## src/rtl/loader_pkg.sv

```systemverilog
// Shared constants for the boot-time program loader: FSM encoding, stream framing
// and checksum seed. LOADER_CHECKSUM_EN enables the trailing checksum byte.
package loader_pkg;

    localparam logic [2:0] ST_IDLE   = 3'd0;
    localparam logic [2:0] ST_LEN_LO = 3'd1;
    localparam logic [2:0] ST_LEN_HI = 3'd2;
    localparam logic [2:0] ST_DATA   = 3'd3;
    localparam logic [2:0] ST_CSUM   = 3'd4;
    localparam logic [2:0] ST_DONE   = 3'd5;
    localparam logic [2:0] ST_ERROR  = 3'd6;

    localparam int         LEN_BYTES      = 2;
    localparam int         BYTES_PER_WORD = 4;
    localparam logic [7:0] CSUM_INIT      = 8'h00;

endpackage

```

## src/rtl/program_loader_word_packer.sv

```systemverilog
// Packs a byte stream MSB-first into 32-bit words; o_word_valid pulses for one
// cycle after the edge that takes the fourth byte, and o_word holds until the next word.
module word_packer
    import loader_pkg::*;
(
    input  logic        clk,
    input  logic        rstd,
    input  logic        i_clr,
    input  logic        i_byte_valid,
    input  logic [7:0]  i_byte,
    output logic        o_last_byte,
    output logic        o_word_valid,
    output logic [31:0] o_word
);

    logic [1:0]  r_idx;
    logic [23:0] r_shift;
    logic [31:0] r_word;
    logic        r_word_valid;

    assign o_last_byte  = (r_idx == 2'(BYTES_PER_WORD - 1));
    assign o_word_valid = r_word_valid;
    assign o_word       = r_word;

    always_ff @(posedge clk or negedge rstd) begin
        if (!rstd) begin
            r_idx        <= 2'd0;
            r_shift      <= 24'd0;
            r_word       <= 32'd0;
            r_word_valid <= 1'b0;
        end else begin
            r_word_valid <= 1'b0;
            if (i_clr) begin
                r_idx <= 2'd0;
            end else if (i_byte_valid) begin
                r_shift <= {r_shift[15:0], i_byte};
                r_idx   <= r_idx + 2'd1;
                if (o_last_byte) begin
                    r_word       <= {r_shift, i_byte};
                    r_word_valid <= 1'b1;
                end
            end
        end
    end

endmodule

```

## src/rtl/program_loader.sv

```systemverilog
// Boot loader: receives a length-prefixed byte image, writes 32-bit words to
// instruction memory from address 0, then releases the core. Optional: LOADER_CHECKSUM_EN.
module program_loader
    import loader_pkg::*;
#(
    parameter int ADDR_W = 8
) (
    input  logic              clk,
    input  logic              rstd,
    input  logic              start,
    input  logic [7:0]        rx_data,
    input  logic              rx_valid,
    output logic              rx_ready,
    output logic              im_we,
    output logic [ADDR_W-1:0] im_addr,
    output logic [31:0]       im_wdata,
    output logic              cpu_rstd,
    output logic              done,
    output logic              error
);

`ifdef LOADER_CHECKSUM_EN
    localparam logic [2:0] ST_TAIL    = ST_CSUM;
    localparam logic       TAIL_READY = 1'b1;
`else
    localparam logic [2:0] ST_TAIL    = ST_DONE;
    localparam logic       TAIL_READY = 1'b0;
`endif

    logic [2:0]        r_state;
    logic [7:0]        r_len_lo;
    logic [15:0]       r_len;
    logic [ADDR_W:0]   r_widx;
    logic              r_rx_ready;
    logic              r_done;
    logic              r_error;
    logic              r_cpu_rstd;
    logic [ADDR_W-1:0] r_im_addr;
`ifdef LOADER_CHECKSUM_EN
    logic [7:0]        r_csum;
`endif

    logic              w_xfer;
    logic              w_idle;
    logic              w_start_ok;
    logic              w_byte_valid;
    logic              w_last_byte;
    logic              w_last_word;
    logic              w_len_bad;
    logic [15:0]       w_len;
    logic [ADDR_W:0]   w_widx_next;

    assign w_xfer       = rx_valid && r_rx_ready;
    assign w_idle       = (r_state == ST_IDLE) || (r_state == ST_DONE) || (r_state == ST_ERROR);
    assign w_start_ok   = start && w_idle;
    assign w_byte_valid = w_xfer && (r_state == ST_DATA);
    assign w_len        = {rx_data, r_len_lo};
    assign w_widx_next  = r_widx + 1'b1;
    assign w_last_word  = (32'(w_widx_next) == 32'(r_len));
    // The word index is one bit wider than the address so a full-depth image fits.
    assign w_len_bad    = 32'(w_len) > (32'd1 << ADDR_W);

    word_packer u_packer (
        .clk          (clk),
        .rstd         (rstd),
        .i_clr        (w_start_ok),
        .i_byte_valid (w_byte_valid),
        .i_byte       (rx_data),
        .o_last_byte  (w_last_byte),
        .o_word_valid (im_we),
        .o_word       (im_wdata)
    );

    always_ff @(posedge clk or negedge rstd) begin
        if (!rstd) begin
            r_state    <= ST_IDLE;
            r_len_lo   <= 8'd0;
            r_len      <= 16'd0;
            r_widx     <= '0;
            r_rx_ready <= 1'b0;
            r_done     <= 1'b0;
            r_error    <= 1'b0;
            r_cpu_rstd <= 1'b0;
            r_im_addr  <= '0;
`ifdef LOADER_CHECKSUM_EN
            r_csum     <= CSUM_INIT;
`endif
        end else if (w_start_ok) begin
            r_state    <= ST_LEN_LO;
            r_rx_ready <= 1'b1;
            r_done     <= 1'b0;
            r_error    <= 1'b0;
            r_cpu_rstd <= 1'b0;
            r_widx     <= '0;
`ifdef LOADER_CHECKSUM_EN
            r_csum     <= CSUM_INIT;
`endif
        end else begin
            case (r_state)
                ST_LEN_LO: begin
                    if (w_xfer) begin
                        r_len_lo <= rx_data;
                        r_state  <= ST_LEN_HI;
                    end
                end
                ST_LEN_HI: begin
                    if (w_xfer) begin
                        r_len <= w_len;
                        if (w_len == 16'd0) begin
                            r_state    <= ST_TAIL;
                            r_rx_ready <= TAIL_READY;
                        end else if (w_len_bad) begin
                            r_state    <= ST_ERROR;
                            r_rx_ready <= 1'b0;
                        end else begin
                            r_state <= ST_DATA;
                        end
                    end
                end
                ST_DATA: begin
                    if (w_xfer) begin
`ifdef LOADER_CHECKSUM_EN
                        r_csum <= r_csum ^ rx_data;
`endif
                        if (w_last_byte) begin
                            r_im_addr <= r_widx[ADDR_W-1:0];
                            r_widx    <= w_widx_next;
                            if (w_last_word) begin
                                r_state    <= ST_TAIL;
                                r_rx_ready <= TAIL_READY;
                            end
                        end
                    end
                end
`ifdef LOADER_CHECKSUM_EN
                ST_CSUM: begin
                    if (w_xfer) begin
                        r_rx_ready <= 1'b0;
                        r_state    <= (rx_data == r_csum) ? ST_DONE : ST_ERROR;
                    end
                end
`endif
                // Flags follow the state by one cycle, after the final write strobe.
                ST_DONE: begin
                    r_done     <= 1'b1;
                    r_cpu_rstd <= 1'b1;
                end
                ST_ERROR: begin
                    r_error    <= 1'b1;
                    r_cpu_rstd <= 1'b0;
                end
                default: r_state <= ST_IDLE;
            endcase
        end
    end

    assign rx_ready = r_rx_ready;
    assign im_addr  = r_im_addr;
    assign cpu_rstd = r_cpu_rstd;
    assign done     = r_done;
    assign error    = r_error;

endmodule

```

## config.mk

```make
export PLATFORM = sky130hd
export DESIGN_NAME = program_loader
export DESIGN_NICKNAME = d
export VERILOG_FILES = /design/src/rtl/loader_pkg.sv /design/src/rtl/program_loader_word_packer.sv /design/src/rtl/program_loader.sv
export SDC_FILE = /design/constraint.sdc
export NUM_CORES = 1
export LEC_CHECK = 0
export CELL_PAD_IN_SITES_DETAIL_PLACEMENT = 0
export CELL_PAD_IN_SITES_GLOBAL_PLACEMENT = 2
export CORE_ASPECT_RATIO = 1.25
export CORE_MARGIN = 4
export CORE_UTILIZATION = 30
export DETAILED_ROUTE_END_ITERATION = 8
export PLACE_DENSITY_LB_ADDON = 0.15
export SYNTH_ARGS = -nofsm -noshare
export SYNTH_HDL_FRONTEND = slang
export SYNTH_SLANG_ARGS = --single-unit
```

## constraint.sdc

```tcl
create_clock -name clk -period 3.25 [get_ports clk]
set_input_delay 0.4875 -clock clk [delete_from_list [all_inputs] [get_ports clk]]
set_output_delay 0.4875 -clock clk [all_outputs]
set_load 0.005 [all_outputs]
```

==> flow_summary.yaml, run 1 <==
timing:
  finalHoldViolCount: 0
  period_share: 0.677
  grt_setup_unrepaired: "false"
  worstMarginPinSlew_ns: 0.843
  fin_skew_ns: 0.00664
  report.final.slew_viol_count: 0
  finalSetupViolCount: 0
  fin_tns_setup_ns: 0
  max_slew_margin: 0.438
  max_freq_mhz: 454
  final_period_minus_worst_setup_slack_ns: 2.20
logic_synthesis:
  seq_area_frac_synth: 0.570
  async_flop_share: 1.00
  unique_cell_type_count_in_the_yosys_netlist: 58
  synth-seq-cells: 107
  synthesis.instances: 434
  synth-warning-count: 0
  post_synthesis_area_per_instance_um2: 10.8
  synth_nets: 448
  synth-edff-count: 0
  synth_top_flop_cell: "dfrtp_1"
  post_synthesis_instance_area_um2: 4690
worst_setup_path:
  worstPathArrival_ns: 2.38
  worst-r2r-cell-count: 6
  cp-end-kind: "flip-flop"
  r2r-start: "r_widx[0]"
  critical_path.max_stage_delay_ns: 0.58
  timing_worst_setup_path_type: "flip-flop to flip-flop"
  crit_slowest_cell: "or4_1"
  crit_path_cell_trace: "ha_1, nand3_2, or4_1, o211ai_2, o211a_1, a41oi_1"
  slack_of_the_worst_reg_to_reg_path_ns: 1.05
  crit_required_ns: 3.43
  path_max_fanout: 7
  setup.worst_path.start_class: "flip-flop"
  r2r-end: "r_state[1]"
route:
  post_drt_wl_per_cell_um: 15.9
  drt_iter0_drc: 160
  drt_drc_violations_left: 0
  postRouteWirelength_mm: 11.1
  detailroute.via_count: 3309
  drtAntennaViolNets: 0
  dr.pass1.iters: 4
  via_density_per_instance: 4.76
place:
  dp_wirelength_mm: 7.60
  numPortBuffers: 56
  globalplace.congestion: 0.789
  total_placed_instance_area_um2: 5420
grt:
  global_routing_met1_resource_utilization: 0.179
  busiest_layer: "met2"
  globalRouteMet2Util: 0.214
  antenna_violations_before_repair: 0
  grt_first_pass_wirelength_mm: 18.6
  gr-usage-all-layers: 0.133
  first_global_vias: 3433
  overflow: 0
  grt_start_max_net_pins: 65
  met3_track_utilization_from_global_routing: 0.0249
run:
  drv.max_cap_violation_count: 0
clock_network:
  clock_sinks: 107
  post-cts-setup-buffer-count: 0
  cts_tree: "built"
  cts_root_buffer: "clkbuf_16"
  clock_tree.htree_level_count: 3
  cts.path.max_buffers: 2
  post_cts_hold_buffer_count: 0
  cts_inserted_buffers: 9
  resized_gates_after_cts: 0
  cts.clk_slew.worst_paths_ns: 0.07
  clock_insertion_delay_worst_skew_ns: 0.35
power_and_ir_drop:
  power.static_leakage_nw: 2.64
  vdd.ir_drop.worst_uv: 319
  report.power.total_mw: 4.35
  power_density_nw_per_um2: 764
die:
  placementRows: 50
  num_io_pins: 57
  vertical_die_dimension_um: 148
  dieWidth_um: 120
  design.core.area_um2: 15100
  floorplan.die_area_um2: 17700
  initial_utilization: 0.310
cells_and_area:
  num-fill-cells: 1576
  layout-area-overhead-vs-synth_pct: 21.3
  num_antenna_cells: 0
  design.final.nets: 497
  layout.cell_area.non_filler_um2: 5690
  layout-drive-gt1-share: 0.164
run_status:
  run_status: "complete, no violations"
min_path:
  worst_hold_path_type: "input pin to asynchronous set/reset pin"
-- through the flow --
step / worst slack (ns) / cells / utilization / hold slack [ns]
3_5_place_dp: 0.739 / 680 / 0.358 / 0.454
2_1_floorplan: 1.42 / 434 / - / 0.192
6_report: 1.05 / 695 / 0.376 / 0.250
4_1_cts: 1.05 / 695 / 0.376 / 0.282
5_1_grt: 0.904 / 695 / 0.376 / 0.322
3_3_place_gp: 0.758 / 680 / 0.358 / 0.455
-- sequential cells by signal, summed over array words and instances, names as in the netlist, 2 cells and up --
name	count
r_state	3
r_widx	9
u_packer.r_shift	24
u_packer.o_word	32
r_len	16
u_packer.r_idx	2
im_addr	8
r_len_lo	8
-- report_power, final --
part	leakage, nW	internal (mW)	switching, mW
Combinational	1.09	0.711	0.485
Sequential	1.41	1.75	0.361
Clock	0.138	0.546	0.496
Total	2.64	3.01	1.34
-- cells in the final DEF, fill, tap and decap left out, types with 3 or more instances in the layout --
master,count
nand2_1,136
dfrtp_1,107
clkdlybuf4s50_1,55
mux2_2,48
o21ai_0,12
a21oi_1,11
clkbuf_16,9
nor2_1,8
nand3_1,7
nor3_1,6
xor2_1,4
and3_1,4
xnor2_1,4
inv_1,4
nand3_2,3
a31oi_1,3
o31ai_1,3
and2_1,3
nand2b_1,3
o21a_1,3
or4_1,3
buf_4,3
-- cell families after synthesis --
| logic type | synth area share |
|---|---|
| buffers and inverters | 0.0320 |
| XOR/XNOR | 0.0149 |
| flip-flops | 0.570 |
| AND/OR/NAND/NOR | 0.177 |
| AO/OA/AOI/OAI | 0.0853 |
| multiplexers | 0.115 |
| adder cells (fa/ha/maj) | 0.00533 |
-- worst max path at each step --
stage	startpoint	slack (ns)	cells past startpoint	endpoint
floorplan	r_widx[0]	1.42	6	r_state[1]
global placement	rx_valid	0.76	7	r_widx[2]
detailed placement	rx_valid	0.74	7	r_widx[2]
CTS	r_widx[0]	1.05	6	r_state[1]
global route	r_state[1]	0.90	6	r_widx[2]
finish	r_widx[0]	1.05	6	r_state[1]
-- synth_stat cells, types with 2 or more instances --
cell      number  area, um2
clkbuf_8       3       41.3
or4_4          2       22.5
a31oi_1        3       18.8
o21a_1         3       22.5
buf_2         12       60.1
clkbuf_1       2       7.51
and3_1         4       25.0
nand2_1      136        510
buf_4          2       15.0
o22ai_1        2       12.5
o211a_1        2       20.0
nor4_1         2       12.5
o31ai_1        3       22.5
nand2b_1       3       18.8
nand3_1        7       35.0
dfrtp_1      107       2680
mux2_2        48        541
o41ai_1        2       17.5
nand3_2        3       30.0
nor3_1         6       30.0
nor2_1         8       30.0
o21ai_0       12       60.1
xor2_1         4       35.0
a211oi_1       2       15.0
and2_1         3       18.8
a21oi_1       11       55.1
inv_1          4       15.0
xnor2_1        4       35.0
buf_1          2       7.51
or4_1          3       22.5
ha_1           2       25.0
-- worst max-delay path, delay by kind of cell, from the launching register on --
family          cells  cell delay (ns)
fa+ha+maj           1             0.33
compound gates      3             0.43
simple gates        2             0.77
flops               1             0.52
-- metal layers --
layer | share of wire | up-vias
met5 | 0 | -
met4 | 0.016 | 0
met3 | 0.032 | 11
met2 | 0.47 | 59
met1 | 0.48 | 1648
li1 | - | 1591
-- final cells by class --
| class | count | area [um2] | area share |
|---|---|---|---|
| timing repair buffer | 59 | 593 | 0.104 |
| clock inverter | 4 | 33.8 | 0.00593 |
| clock buffer | 11 | 243 | 0.0426 |
| sequential | 107 | 2680 | 0.470 |
| multi-input combinational | 301 | 1870 | 0.328 |
| inverter | 5 | 18.8 | 0.00330 |
| tap | 208 | 260 | 0.0457 |
(Power assumes the default switching activity.)
==> run 2, diff against run 1 <==
==> constraint.sdc (replaced) <==
create_clock -name clk -period 2 [get_ports clk]
set_input_delay 0.3 -clock clk [delete_from_list [all_inputs] [get_ports clk]]
set_output_delay 0.3 -clock clk [all_outputs]
set_load 0.005 [all_outputs]
==> flow_summary.yaml, run 2 (synthesis results as in run 1) <==
clock_network:
  clock_insertion_delay_worst_skew_ns: 0.35
  post-cts-setup-buffer-count: 0
  clock_sinks: 107
  cts.clk_slew.worst_paths_ns: 0.07
  clock_tree.htree_level_count: 3
  cts_root_buffer: "clkbuf_16"
  cts.path.max_buffers: 2
  cts_inserted_buffers: 9
  cts_tree: "built"
power_and_ir_drop:
  report.power.total_mw: 7.43
  vdd.ir_drop.worst_uv: 685
  power_density_nw_per_um2: 1220
  power.static_leakage_nw: 2.86
worst_setup_path:
  worst-r2r-cell-count: 6
  critical_path.max_stage_delay_ns: 0.57
  cp_num_buf_inv: 0
  crit_slowest_cell: "or4_1"
  worstPathArrival_ns: 2.09
  setup.worst_path.start_class: "flip-flop"
  slack_of_the_worst_reg_to_reg_path_ns: 0.13
  timing.critical_path.max_delay_family: "simple AND/OR/NAND/NOR gates"
  timing_worst_setup_path_type: "flip-flop to flip-flop"
  path_max_fanout: 5
  cp-end-kind: "flip-flop"
  crit_required_ns: 2.22
  crit_path_cell_trace: "ha_1, nand3_2, or4_1, o211ai_2, o211a_1, a41oi_1"
  r2r-end: "r_state[1]"
  r2r-start: "r_widx[0]"
route:
  dr.pass1.iters: 4
  postRouteWirelength_mm: 11.3
  via_density_per_instance: 4.73
  drt_iter0_drc: 153
  drtAntennaViolNets: 0
  drt_drc_violations_left: 0
  detailroute.via_count: 3464
  post_drt_wl_per_cell_um: 15.4
grt:
  overflow: 0
  grt_start_max_net_pins: 37
  first_global_vias: 3501
  antenna_violations_before_repair: 0
  gr-usage-all-layers: 0.134
  grt_first_pass_wirelength_mm: 18.8
cells_and_area:
  design.final.nets: 533
  layout.cell_area.non_filler_um2: 6100
  layout.cells.most_common: "nand2_1"
  layout-area-overhead-vs-synth_pct: 29.9
  layout-drive-gt1-share: 0.227
  largest_register_ff_count: 32
  num_antenna_cells: 0
  multi_input_area_um2: 1880
  finish.utilization: 0.403
  seq_area_um2: 2680
  num-fill-cells: 1554
  most_used_cells_in_the_layout_excluding_fill_and_tap_cells: "nand2_1 (136), dfrtp_1 (107), clkdlybuf4s50_1 (55), mux2_2 (48), buf_4 (31)"
run:
  drv.max_cap_violation_count: 0
timing:
  report.final.slew_viol_count: 0
  fin_skew_ns: 0.00788
  finalHoldViolCount: 0
  grt_setup_unrepaired: "false"
  max_slew_margin: 0.699
  max_freq_mhz: 533
  period_share: 0.937
  finalSetupViolCount: 0
  worstMarginPinSlew_ns: 0.452
  fin_tns_setup_ns: 0
  final_period_minus_worst_setup_slack_ns: 1.87
die:
  floorplan.die_area_um2: 17700
  initial_utilization: 0.310
  design.core.area_um2: 15100
  num_io_pins: 57
  vertical_die_dimension_um: 148
  dieWidth_um: 120
  placementRows: 50
run_status:
  run_status: "complete, no violations"
min_path:
  worst_hold_path_type: "input pin to asynchronous set/reset pin"
place:
  numPortBuffers: 56
  globalplace.congestion: 0.790
  dp_wirelength_mm: 8.28
  total_placed_instance_area_um2: 5770
[run 2: worst max path at each step]
stage | start | end | slack, ns | depth (start not counted)
4_1_cts | u_packer.r_idx[0] | r_state[1] | 0.06 | 7
3_3_place_gp | rx_valid | r_widx[8] | 0.002 | 5
2_1_floorplan | r_widx[0] | r_state[1] | 0.17 | 6
6_report | r_widx[0] | r_state[1] | 0.13 | 6
3_5_place_dp | rx_valid | r_widx[8] | -0.04 | 5
5_1_grt | r_widx[0] | r_state[1] | 0.02 | 6
[run 2: where the power goes]
| group | switching (mW) | internal (mW) | leakage (nW) |
|---|---|---|---|
| Sequential | 0.497 | 2.85 | 1.41 |
| Clock | 0.833 | 1.02 | 0.154 |
| Combinational | 0.920 | 1.32 | 1.29 |
[run 2: metal layers]
metal | share of wire | track usage | wire, um
met2 | 0.49 | 0.222 | 5530
met3 | 0.024 | 0.0207 | 276
met4 | 0.015 | 0.0556 | 172
met1 | 0.47 | 0.176 | 5320
met5 | 0 | 0 | 0
[run 2: final cells by class]
type | instances | area share
Timing Repair Buffer | 95 | 0.156
Inverter | 5 | 0.00308
Tap cell | 208 | 0.0427
Multi-Input combinational cell | 301 | 0.308
Clock inverter | 6 | 0.0115
Sequential cell | 107 | 0.439
Clock buffer | 10 | 0.0392
[run 2: stage by stage]
| step | setup slack (ns) | hold WS (ns) | std cells |
|---|---|---|---|
| 2_1_floorplan | 0.173 | 0.00441 | 434 |
| 3_3_place_gp | 0.00218 | 0.284 | 715 |
| 3_5_place_dp | -0.0392 | 0.285 | 715 |
| 4_1_cts | 0.0597 | 0.458 | 732 |
| 5_1_grt | 0.0156 | 0.482 | 732 |
| 6_report | 0.125 | 0.447 | 732 |
[run 2: repair_timing]
action,4_1_cts,5_1_grt
hold buffers,1,0
endpoints found under the setup margin,0,2
endpoints found under the hold margin,27,0
resized for setup,0,2
==> run 3, diff against run 2 <==
--- a/config.mk
+++ b/config.mk
@@ -5,12 +5,14 @@
 export SDC_FILE = /design/constraint.sdc
 export NUM_CORES = 1
 export LEC_CHECK = 0
+export CAP_MARGIN = 20
 export CELL_PAD_IN_SITES_DETAIL_PLACEMENT = 0
 export CELL_PAD_IN_SITES_GLOBAL_PLACEMENT = 2
 export CORE_ASPECT_RATIO = 1.25
 export CORE_MARGIN = 4
 export CORE_UTILIZATION = 30
 export DETAILED_ROUTE_END_ITERATION = 8
+export HOLD_SLACK_MARGIN = 0.03
 export PLACE_DENSITY_LB_ADDON = 0.15
 export SYNTH_ARGS = -nofsm -noshare
 export SYNTH_HDL_FRONTEND = slang
==> results of run 3 <==
Same layout as run 2: the final DEF is identical, and so are final timing and power.
